===== config.mk =====
export PLATFORM = sky130hd
export DESIGN_NAME = exec_element_sequencer
export DESIGN_NICKNAME = d
export VERILOG_FILES = /design/src/rtl/exec_pkg.sv /design/src/rtl/exec_element_sequencer.sv
export SDC_FILE = /design/constraint.sdc
export NUM_CORES = 1
export LEC_CHECK = 0
export BUFFER_PORTS_ARGS = -buffer_cell sky130_fd_sc_hd__buf_2
export CORE_AREA = 2 2 157 159
export CTS_CLUSTER_SIZE = 25
export DETAILED_ROUTE_END_ITERATION = 6
export DIE_AREA = 0 0 159 161
export PLACE_DENSITY = 0.72
export SLEW_MARGIN = 20
export SYNTH_ARGS = -nofsm -noshare
export SYNTH_HDL_FRONTEND = slang
export SYNTH_SLANG_ARGS = --single-unit

===== constraint.sdc =====
create_clock -name clk -period 22.2 [get_ports clk]
set_clock_uncertainty 0.05 [all_clocks]
set_input_delay 4.44 -clock clk [delete_from_list [all_inputs] [get_ports clk]]
set_output_delay 4.44 -clock clk [all_outputs]
set_load 0.05 [all_outputs]

===== src/rtl/exec_pkg.sv =====
// Shared definitions for the execution-element sequencer: FSM states,
// branch/jump instruction numbers and the architectural PC increment.
package exec_pkg;

  typedef enum logic [1:0] {
    IDLE  = 2'd0,
    START = 2'd1,
    WAIT  = 2'd2,
    WB    = 2'd3
  } seq_state_e;

  localparam logic [5:0] INST_BEQ  = 6'd32;
  localparam logic [5:0] INST_BNE  = 6'd33;
  localparam logic [5:0] INST_BLT  = 6'd34;
  localparam logic [5:0] INST_BGE  = 6'd35;
  localparam logic [5:0] INST_BLTU = 6'd36;
  localparam logic [5:0] INST_BGEU = 6'd37;
  localparam logic [5:0] INST_BLEZ = 6'd38;
  localparam logic [5:0] INST_J    = 6'd39;
  localparam logic [5:0] INST_JAL  = 6'd40;
  localparam logic [5:0] INST_JR   = 6'd41;
  localparam logic [5:0] INST_JALR = 6'd42;

  // Sequential fall-through address; wraps modulo 2^32.
  function automatic logic [31:0] pc_plus4(input logic [31:0] cur_pc);
    return cur_pc + 32'd4;
  endfunction

endpackage


===== src/rtl/exec_element_sequencer.sv =====
// Hands one decoded instruction at a time to an external execution element,
// waits (bounded) for it to finish, then commits the new PC and writeback.
module exec_element_sequencer
  import exec_pkg::*;
#(
  parameter int          TIMEOUT_CYCLES = 255,
  parameter logic [31:0] RESET_PC       = 32'h0000_0000
) (
  input  logic        clk,
  input  logic        reset,
  input  logic        inst_valid,
  output logic        inst_ready,
  input  logic [5:0]  inst_num,
  input  logic [31:0] const16_x,
  input  logic [25:0] addr26,
  input  logic [31:0] rs_val,
  input  logic [31:0] rt_val,
  input  logic [4:0]  dest_reg,
  input  logic        wb_en,
  output logic [31:0] pc,
  output logic        elem_reset,
  output logic [5:0]  elem_inst_num,
  output logic [31:0] elem_const16_x,
  output logic [25:0] elem_addr26,
  output logic [31:0] elem_rs,
  output logic [31:0] elem_rt,
  input  logic        elem_completed,
  input  logic [31:0] elem_reg_out,
  input  logic [31:0] elem_pc_out,
  output logic        gpr_we,
  output logic [4:0]  gpr_waddr,
  output logic [31:0] gpr_wdata,
  output logic        timeout_err
);

  localparam int CNT_W = (TIMEOUT_CYCLES < 2) ? 1 : $clog2(TIMEOUT_CYCLES + 1);
  // The abort fires on the edge that would take the count to TIMEOUT_CYCLES.
  localparam logic [CNT_W-1:0] CNT_LAST = CNT_W'(TIMEOUT_CYCLES - 1);

  seq_state_e       state;
  logic [CNT_W-1:0] wait_cnt;
  logic [4:0]       dest_q;
  logic             wb_en_q;

  assign inst_ready = (state == IDLE);
  assign elem_reset = (state == IDLE) || (state == START);

  // NOTE: every register here updates with <= so all of them sample the
  // pre-edge values of each other; blocking writes would chain within a cycle.
  always_ff @(posedge clk or posedge reset) begin
    if (reset) begin
      // NOTE: the latched operand copies are plain flops, not a memory, so
      // they are cleared here along with the control state.
      state          <= IDLE;
      pc             <= RESET_PC;
      wait_cnt       <= '0;
      dest_q         <= '0;
      wb_en_q        <= 1'b0;
      elem_inst_num  <= '0;
      elem_const16_x <= '0;
      elem_addr26    <= '0;
      elem_rs        <= '0;
      elem_rt        <= '0;
      gpr_we         <= 1'b0;
      gpr_waddr      <= '0;
      gpr_wdata      <= '0;
      timeout_err    <= 1'b0;
    end else begin
      gpr_we <= 1'b0;
      case (state)
        IDLE: begin
          if (inst_valid) begin
            elem_inst_num  <= inst_num;
            elem_const16_x <= const16_x;
            elem_addr26    <= addr26;
            elem_rs        <= rs_val;
            elem_rt        <= rt_val;
            dest_q         <= dest_reg;
            wb_en_q        <= wb_en;
            state          <= START;
          end
        end
        START: begin
          wait_cnt <= '0;
          state    <= WAIT;
        end
        WAIT: begin
          wait_cnt <= wait_cnt + CNT_W'(1);
          // Completion takes priority over a coincident timeout.
          if (elem_completed) begin
            pc        <= elem_pc_out;
            gpr_wdata <= elem_reg_out;
            gpr_waddr <= dest_q;
            gpr_we    <= wb_en_q && (dest_q != 5'd0);
            state     <= WB;
          end else if (wait_cnt == CNT_LAST) begin
            pc          <= pc_plus4(pc);
            timeout_err <= 1'b1;
            state       <= IDLE;
          end
        end
        WB: begin
          state <= IDLE;
        end
        default: begin
          state <= IDLE;
        end
      endcase
    end
  end

endmodule


==> impl_metrics.json, run 1 <==
{
  "drt_iter0_markers": 511,
  "syn_area_per_cell_sq_um": 12.0,
  "hold_path.class": "reg -> reg",
  "synth.distinct_cells": 48,
  "final_area_sq_mm": 0.0121,
  "crit_path_top_delay_cell": "buf_4",
  "post-route-period-util_pct": 28.4,
  "grt_max_degree": 142,
  "drc_errors": 0,
  "start_util_pct": 37.4,
  "setup_ws_ns": 15.89,
  "nets": 1352,
  "yosysMostFrequentCell": "dfrtp_1",
  "grt_pass1_vias": 7302,
  "ant_nets": 0,
  "cp.required_ns": 22.54,
  "setup_tns_ns": 0,
  "ys_seq_elements": 215,
  "yosys.area.top_type": "dfrtp_1",
  "crit_top_cell": "buf_4",
  "num_io_pins": 403,
  "area_delta_synth_final_pct": 35.3,
  "critical_path_arrival_ns": 6.65,
  "cp_num_buf_inv": 3,
  "grt_pass1_wl_mm": 39.4,
  "cap_viol_max_count": 0,
  "hold_path_depth": 2,
  "worst-setup-path-type": "in -> reg",
  "wl_per_cell_um": 16.9,
  "cts_tree": "yes",
  "synth-edff-count": 0,
  "antenna_found_initial": 2,
  "fin_crit_ns": 6.31,
  "slew_viol_final": 0,
  "end_kind": "flop",
  "cts_buffers": 24,
  "gp_congestion": 0.801,
  "die_x_um": 159,
  "fmax_mhz": 158,
  "synth-async-reset-ratio_pct": 100,
  "finalWirelength_mm": 25.1,
  "path_cells": "buf_2 -> nand2_4 -> buf_4 -> buf_4 -> mux2_2",
  "core_area_sq_mm": 0.0240,
  "r2r_cells": 6,
  "hold_viol": 0,
  "dp_hpwl_mm": 18.1,
  "startpoint_type": "input pin",
  "grt_usage_pct": 18.9,
  "root_buffer": "clkbuf_16",
  "p_leak_nw": 6.12,
  "vias_per_cell": 4.91,
  "clk_latency_ns": 0.52,
  "ctsResizeCount": 0,
  "post_cts_buffers": 0,
  "yosys_warnings": 0,
  "placed_cell_area_sq_mm": 0.0113,
  "yosysSeqAreaShare_pct": 60.0,
  "cp_top_family": "buffers and inverters",
  "path_max_fanout": 73,
  "pre_cts_ws_ns": 15.38,
  "drive_above_1_share_pct": 51.5,
  "worst_pin_slew_ns": 0.997,
  "synth_ff_type": "dfrtp_1",
  "rsz0062_at_grt": "no",
  "htreeDepth": 1,
  "cpPeakStageDelay_ns": 0.71,
  "run_status": "finished clean",
  "port_buffers": 402,
  "dieArea_sq_mm": 0.0256,
  "fp.dieH_um": 161,
  "drtPass1Iterations": 5,
  "rows": 57,
  "finalSetupViolCount": 0,
  "clock_sink_count": 215,
  "ys_top_cells_by_area": "dfrtp_1, mux2_2, nand2_1",
  "grt_overflow": 0,
  "synth_top_cells_by_count": "dfrtp_1, nand2_1, mux2_2",
  "clk_path_buf_depth": 3,
  "synthCells": 745,
  "num_vias": 7302,
  "max-slew-margin-rel_pct": 33.5,
  "irDropWorstVdd_uv": 117,
  "clkTransAtPathRegs_ns": 0.05,
  "synth_fp_nets": 954,
  "synth_top_cell_area_share_pct": 60.0,
  "postCtsHoldBufs": 0,
  "crit_cells": 5,
  "p_per_area_mw_per_mm2": 187,
  "syn_area_sq_mm": 0.00896
}
==> layout by cell type (no fill, tap or decap), types with 4 or more instances in the layout <==
cell	n
mux2i_1	12
clkinv_2	6
and3_1	6
dfrtp_1	215
buf_4	5
nand4_1	11
o21ai_0	17
clkbuf_1	4
buf_2	402
nand2_1	143
mux2_2	134
ha_1	7
nor4_1	5
clkbuf_16	24
inv_1	11
clkbuf_8	4
nand3_1	23
a21oi_1	31
nor2_1	15
o22ai_1	26
nor3_1	7
==> layer usage <==
layer  GRT usage, %  vias to the layer above  share of wire (%)
li1               -                     3425                  -
met1           24.6                     3533                 41
met2           31.2                      298                 49
met3           4.55                       46                7.6
met4           6.07                        0                2.5
met5              0                        -                  0
==> final cells by class <==
class                   count  area, sq um
fillers                  2167        11800
flip-flops and latches    215         5380
multi-input cells         482         3410
repair buffers            408         2080
clock buffers              32          671
well taps                 324          405
clock inverters            11          123
inverters                  12         52.6
diodes                      2         5.00
==> worst register-to-register path, delay by kind of cell (launching register included) <==
kind / cells / cell delay, ns
buf+inv: 3 / 1.59
fa+ha+maj: 1 / 0.28
mux: 1 / 0.46
flops: 1 / 0.35
simple gates: 1 / 0.18
==> stage by stage <==
| stage | total power [W] | std cells | utilization, % | hold slack [ns] |
|---|---|---|---|---|
| after floorplan | 0.00158 | 745 | - | 0.397 |
| after global placement | 0.00186 | 1440 | 47.1 | 0.402 |
| after detailed placement | 0.00188 | 1440 | 47.1 | 0.408 |
| after CTS | 0.00229 | 1483 | 50.4 | 0.422 |
| after global routing | 0.00238 | 1486 | 50.6 | 0.440 |
| final | 0.00227 | 1486 | 50.6 | 0.416 |
==> registers in the layout, indices dropped and copies added (netlist names) <==
register,flops
elem_const16_x,32
elem_rs,32
elem_rt,32
gpr_wdata,32
pc,32
elem_addr26,26
wait_cnt,8
elem_inst_num,6
dest_q,5
gpr_waddr,5
state,2
gpr_we,1
timeout_err,1
wb_en_q,1
==> final timing paths <==
check / from / endpoint / slack, ns
setup reg to reg: state[0]$_DFFE_PP0P_ / elem_rs[2]$_DFFE_PP0P_ / 19.18
hold / removal: pc[0]$_DFFE_PP0P_ / pc[0]$_DFFE_PP0P_ / 0.42
max in group asynchronous: reset / gpr_wdata[10]$_DFFE_PP0P_ / 16.52
hold reg to reg: pc[0]$_DFFE_PP0P_ / pc[0]$_DFFE_PP0P_ / 0.42
setup / recovery: inst_valid / elem_rs[2]$_DFFE_PP0P_ / 15.89
min in group asynchronous: reset / elem_const16_x[27]$_DFFE_PP0P_ / 4.04
==> power breakdown <==
part	switching, W	internal (W)	leakage (nW)
Combinational	0.000874	0.000312	3.11
Clock	0.000159	0.000236	0.392
Sequential	0.000120	0.000573	2.62
Total	0.00115	0.00112	6.12
==> kinds of logic after synthesis <==
family	count (synthesis)	synth area share [%]
simple gates	232	12.0
flops	215	60.0
mux	146	18.2
compound gates	96	6.53
buf+inv	48	2.18
fa+ha+maj	7	0.977
xor+xnor	1	0.0978
Power figures use the tool's default switching activity.
==> run 2: changes to the inputs <==
Settings changed: CORE_AREA 2 2 157 159 to not set, CORE_ASPECT_RATIO set to 0.5, CORE_MARGIN set to 2, CORE_UTILIZATION set to 43, DIE_AREA 0 0 159 161 to not set, PLACE_DENSITY 0.72 to 0.83.
Clock period 22.2 ns to 5.8 ns, I/O delays scaled along.
==> impl_metrics.json, run 2 (synthesis gave the netlist of run 1 again) <==
{
  "htreeDepth": 1,
  "die_x_um": 208,
  "drive_above_1_share_pct": 50.9,
  "area_delta_synth_final_pct": 32.4,
  "num_io_pins": 403,
  "nets": 1349,
  "post-route-period-util_pct": 51.1,
  "post_cts_buffers": 0,
  "postCtsHoldBufs": 0,
  "grt_overflow": 0,
  "dieArea_sq_mm": 0.0221,
  "clk_latency_ns": 0.50,
  "slew_viol_final": 0,
  "cts_tree": "yes",
  "num_vias": 7381,
  "clkTransAtPathRegs_ns": 0.06,
  "cp_top_family": "flip-flops",
  "path_cells": "inv_1 -> ha_1 -> or2_2 -> buf_2",
  "finalSetupViolCount": 0,
  "critical_path_arrival_ns": 1.75,
  "fp.dieH_um": 106,
  "ctsResizeCount": 0,
  "clock_sink_count": 215,
  "setup_tns_ns": 0,
  "clk_path_buf_depth": 3,
  "vias_per_cell": 5.18,
  "grt_max_degree": 124,
  "cap_viol_max_count": 0,
  "rsz0062_at_grt": "no",
  "crit_path_top_delay_cell": "dfrtp_1",
  "antenna_found_initial": 1,
  "worst-setup-path-type": "reg -> out",
  "setup_ws_ns": 2.84,
  "pre_cts_ws_ns": 2.48,
  "cp.required_ns": 4.59,
  "rows": 37,
  "finalWirelength_mm": 24.8,
  "drt_iter0_markers": 526,
  "grt_pass1_vias": 7625,
  "ant_nets": 0,
  "gp_congestion": 0.891,
  "root_buffer": "clkbuf_16",
  "max-slew-margin-rel_pct": 32.0,
  "final_cell_mix": "buf_2, dfrtp_1, nand2_1",
  "end_kind": "output pin",
  "fmax_mhz": 337,
  "cts_buffers": 20,
  "port_buffers": 402,
  "drc_errors": 0,
  "drtPass1Iterations": 5,
  "path_max_fanout": 5,
  "run_status": "finished clean",
  "irDropWorstVdd_uv": 455,
  "fin_crit_ns": 2.96,
  "start_util_pct": 43.7,
  "hold_viol": 0,
  "cpPeakStageDelay_ns": 0.36,
  "startpoint_type": "flop",
  "p_per_area_mw_per_mm2": 709,
  "dp_hpwl_mm": 18.2,
  "worst_pin_slew_ns": 1.02,
  "hold_path.class": "reg -> reg",
  "core_area_sq_mm": 0.0205,
  "grt_usage_pct": 21.9,
  "final_common_cell": "buf_2",
  "cp_num_buf_inv": 2,
  "grt_pass1_wl_mm": 39.1,
  "p_leak_nw": 6.02,
  "wl_per_cell_um": 17.4
}
-- run 2: cell count changes in the layout (fill, tap and decap cells not counted), moves of 2 or more --
cell       previous run  this run
clkbuf_8              4         2
clkbuf_16            24        21
buf_12                0         2
bufinv_16             2         0
clkbuf_1              4         6
clkinv_2              6         3
-- run 2: final timing paths --
| kind | slack [ns] | depth (start not counted) | to | from |
|---|---|---|---|---|
| max in group asynchronous | 4.01 | 3 | elem_rt[10]$_DFFE_PP0P_ | reset |
| worst max-delay path | 2.84 | 4 | elem_reset | state[0]$_DFFE_PP0P_ |
| min in group asynchronous | 0.65 | 2 | gpr_waddr[4]$_DFFE_PP0P_ | reset |
| worst max register to register | 3.19 | 8 | pc[15]$_DFFE_PP0P_ | state[0]$_DFFE_PP0P_ |
| worst min register to register | 0.42 | 2 | gpr_wdata[23]$_DFFE_PP0P_ | gpr_wdata[23]$_DFFE_PP0P_ |
| worst min-delay path | 0.42 | 2 | gpr_wdata[23]$_DFFE_PP0P_ | gpr_wdata[23]$_DFFE_PP0P_ |
-- run 2: routing by layer --
layer  GRT usage [%]  wire length [um]  vias to the layer above
met3            4.31              1170                       53
li1                -                 -                     3395
met2            38.8             12600                      242
met4            6.83               713                        0
met1            27.3             10300                     3691
met5               0                 0                        -
-- run 2: power by group --
group	internal (W)	switching (W)
Combinational	0.00119	0.00334
Clock	0.000688	0.000556
Sequential	0.00219	0.000453
Total	0.00407	0.00435
-- run 2: final cells by class --
| type | instances | area, sq um |
|---|---|---|
| antenna | 1 | 2.50 |
| clock buffer | 29 | 576 |
| clock inverter | 4 | 22.5 |
| fill | 1696 | 8640 |
| inverter | 12 | 48.8 |
| multi-input combinational | 482 | 3400 |
| sequential | 215 | 5380 |
| tap | 273 | 342 |
| timing repair buffer | 409 | 2090 |
-- run 2: metrics by stage --
stage | cells | area (sq um) | total power, W | hold WS (ns) | utilization, %
2_1_floorplan | 745 | 8960 | 0.00606 | 0.397 | -
3_3_place_gp | 1390 | 11200 | 0.00707 | 0.404 | 54.8
3_5_place_dp | 1390 | 11200 | 0.00720 | 0.407 | 54.8
4_1_cts | 1423 | 11800 | 0.00847 | 0.422 | 57.7
5_1_grt | 1425 | 11900 | 0.00880 | 0.443 | 57.8
6_report | 1425 | 11900 | 0.00842 | 0.420 | 57.8
-- run 2: worst register-to-register path, delay by kind of cell, from the launching register on --
family	cells	cell delay [ns]
buf+inv	2	0.47
simple gates	2	0.35
compound gates	3	1.04
fa+ha+maj	1	0.17
flops	1	0.39
==> run 3: changes to the inputs <==
Settings changed: CORE_UTILIZATION 43 to 47, PLACE_DENSITY 0.83 to 0.86.
Clock period 5.8 ns to 3.1 ns, I/O delays scaled along.
==> impl_metrics.json, run 3 (synthesis gave the netlist of run 1 again) <==
{
  "seqPwrFrac_pct": 31.1,
  "num_vias": 7474,
  "rsz0062_at_grt": "no",
  "vias_per_cell": 5.28,
  "die_x_um": 199,
  "fp.dieH_um": 102,
  "area_delta_synth_final_pct": 33.6,
  "cp_top_family": "flip-flops",
  "final_common_cell": "buf_2",
  "final_cell_mix": "buf_2, dfrtp_1, nand2_1",
  "dp_hpwl_mm": 18.6,
  "grt_overflow": 0,
  "ctsResizeCount": 0,
  "core_area_sq_mm": 0.0185,
  "use_met1_pct": 30.9,
  "swShare_pct": 51.5,
  "post_cts_buffers": 0,
  "p_per_area_mw_per_mm2": 1340,
  "fin_crit_ns": 2.42,
  "cts_tree": "yes",
  "root_buffer": "clkbuf_16",
  "end_kind": "output pin",
  "worst-setup-path-type": "reg -> out",
  "nFillCells": 1427,
  "multi_input_area_sq_mm": 0.00340,
  "hold_viol": 0,
  "p_switching_w": 0.00826,
  "cp_num_buf_inv": 2,
  "cts_buffers": 20,
  "wl_per_cell_um": 17.9,
  "instances_no_fill": 1416,
  "crit_path_top_delay_cell": "dfrtp_1",
  "grt_max_degree": 118,
  "met3_usage_pct": 5.09,
  "htreeDepth": 1,
  "start_util_pct": 48.4,
  "seq_area_sq_mm": 0.00538,
  "startpoint_type": "flop",
  "drc_errors": 0,
  "drtPass1Iterations": 5,
  "critical_path_arrival_ns": 1.75,
  "path_max_fanout": 4,
  "hold_path.class": "in -> async",
  "finalSetupViolCount": 0,
  "clock_sink_count": 215,
  "grt_pass1_vias": 7570,
  "finalWirelength_mm": 25.4,
  "clkPwrFrac_pct": 15.6,
  "drive_above_1_share_pct": 51.6,
  "slew_viol_final": 0,
  "fmax_mhz": 414,
  "use_met2_pct": 43.6,
  "postCtsHoldBufs": 0,
  "port_buffers": 402,
  "power.internal_w": 0.00778,
  "grt_pass1_wl_mm": 39.4,
  "rows": 35,
  "combinationalPowerShare_pct": 53.3,
  "clk_path_buf_depth": 3,
  "ant_nets": 0,
  "max-slew-margin-rel_pct": 55.2,
  "nets": 1352,
  "p_leak_nw": 6.08,
  "setup_tns_ns": 0,
  "placedCellCount": 1380,
  "drt_iter0_markers": 455,
  "post-route-period-util_pct": 78.0,
  "hold_ws_ns": 0.0814,
  "dieArea_sq_mm": 0.0203,
  "worst_pin_slew_ns": 0.672,
  "grt_busiest_layer": "met2",
  "clkTransAtPathRegs_ns": 0.07,
  "path_cells": "inv_1 -> ha_1 -> or2_2 -> buf_2",
  "grt_usage_pct": 24.7,
  "cap_viol_max_count": 0,
  "antenna_found_initial": 1,
  "irDropWorstVdd_uv": 931,
  "cp.required_ns": 2.43,
  "final_util_pct": 64.6,
  "gp_congestion": 0.898,
  "clk_latency_ns": 0.49,
  "num_io_pins": 403,
  "cpPeakStageDelay_ns": 0.39,
  "run_status": "finished clean"
}
## run 3: power by group through the flow
stage | registers (W) | clock network (W) | logic (W)
3_5_place_dp | 0.00498 | 0 | 0.00856
3_3_place_gp | 0.00489 | 0 | 0.00840
6_report | 0.00498 | 0.00250 | 0.00855
4_1_cts | 0.00496 | 0.00256 | 0.00859
5_1_grt | 0.00514 | 0.00269 | 0.00894
2_1_floorplan | 0.00918 | 0 | 0.00216
## run 3: cell type report
class                           count  area share [%]
Antenna cell                        1          0.0209
Clock buffer                       23            4.44
Tap cell                          259            2.71
Timing Repair Buffer              412            18.0
Inverter                           12           0.408
Multi-Input combinational cell    482            28.4
Sequential cell                   215            44.9
Clock inverter                     12            1.12
## run 3: metrics by stage
step | area (sq um) | setup slack (ns) | total power (W)
2_1_floorplan | 8960 | -0.368 | 0.0113
3_3_place_gp | 11300 | 0.951 | 0.0133
6_report | 12000 | 0.683 | 0.0160
3_5_place_dp | 11300 | 0.860 | 0.0135
4_1_cts | 12000 | 0.655 | 0.0161
5_1_grt | 12000 | 0.596 | 0.0168
## run 3: worst reg2reg max path, stage by stage, from the launching register on
cell,delay (ns)
dfrtp_1,0.38
inv_1,0.14
ha_1,0.48
inv_1,0.24
nor2_4,0.53
buf_12,0.25
o311a_1,0.19
## run 3: final timing paths
path	startpoint	end	slack (ns)	cells after the start
min in group clk	elem_reg_out[21]	gpr_wdata[21]$_DFFE_PP0P_	0.26	3
max	state[1]$_DFFE_PP0P_	elem_reset	0.68	4
min reg2reg	gpr_wdata[4]$_DFFE_PP0P_	gpr_wdata[4]$_DFFE_PP0P_	0.42	2
min	reset	elem_rt[5]$_DFFE_PP0P_	0.08	2
max reg2reg	state[0]$_DFFE_PP0P_	gpr_we$_DFF_PP0_	0.79	6
max in group asynchronous	reset	timeout_err$_DFFE_PP0P_	1.94	3
## run 3: routing by layer
metal	vias to the layer above	share of wire [%]
met3	54	6.3
met5	-	0
met2	280	52
li1	3404	-
met1	3736	39
met4	0	2.7
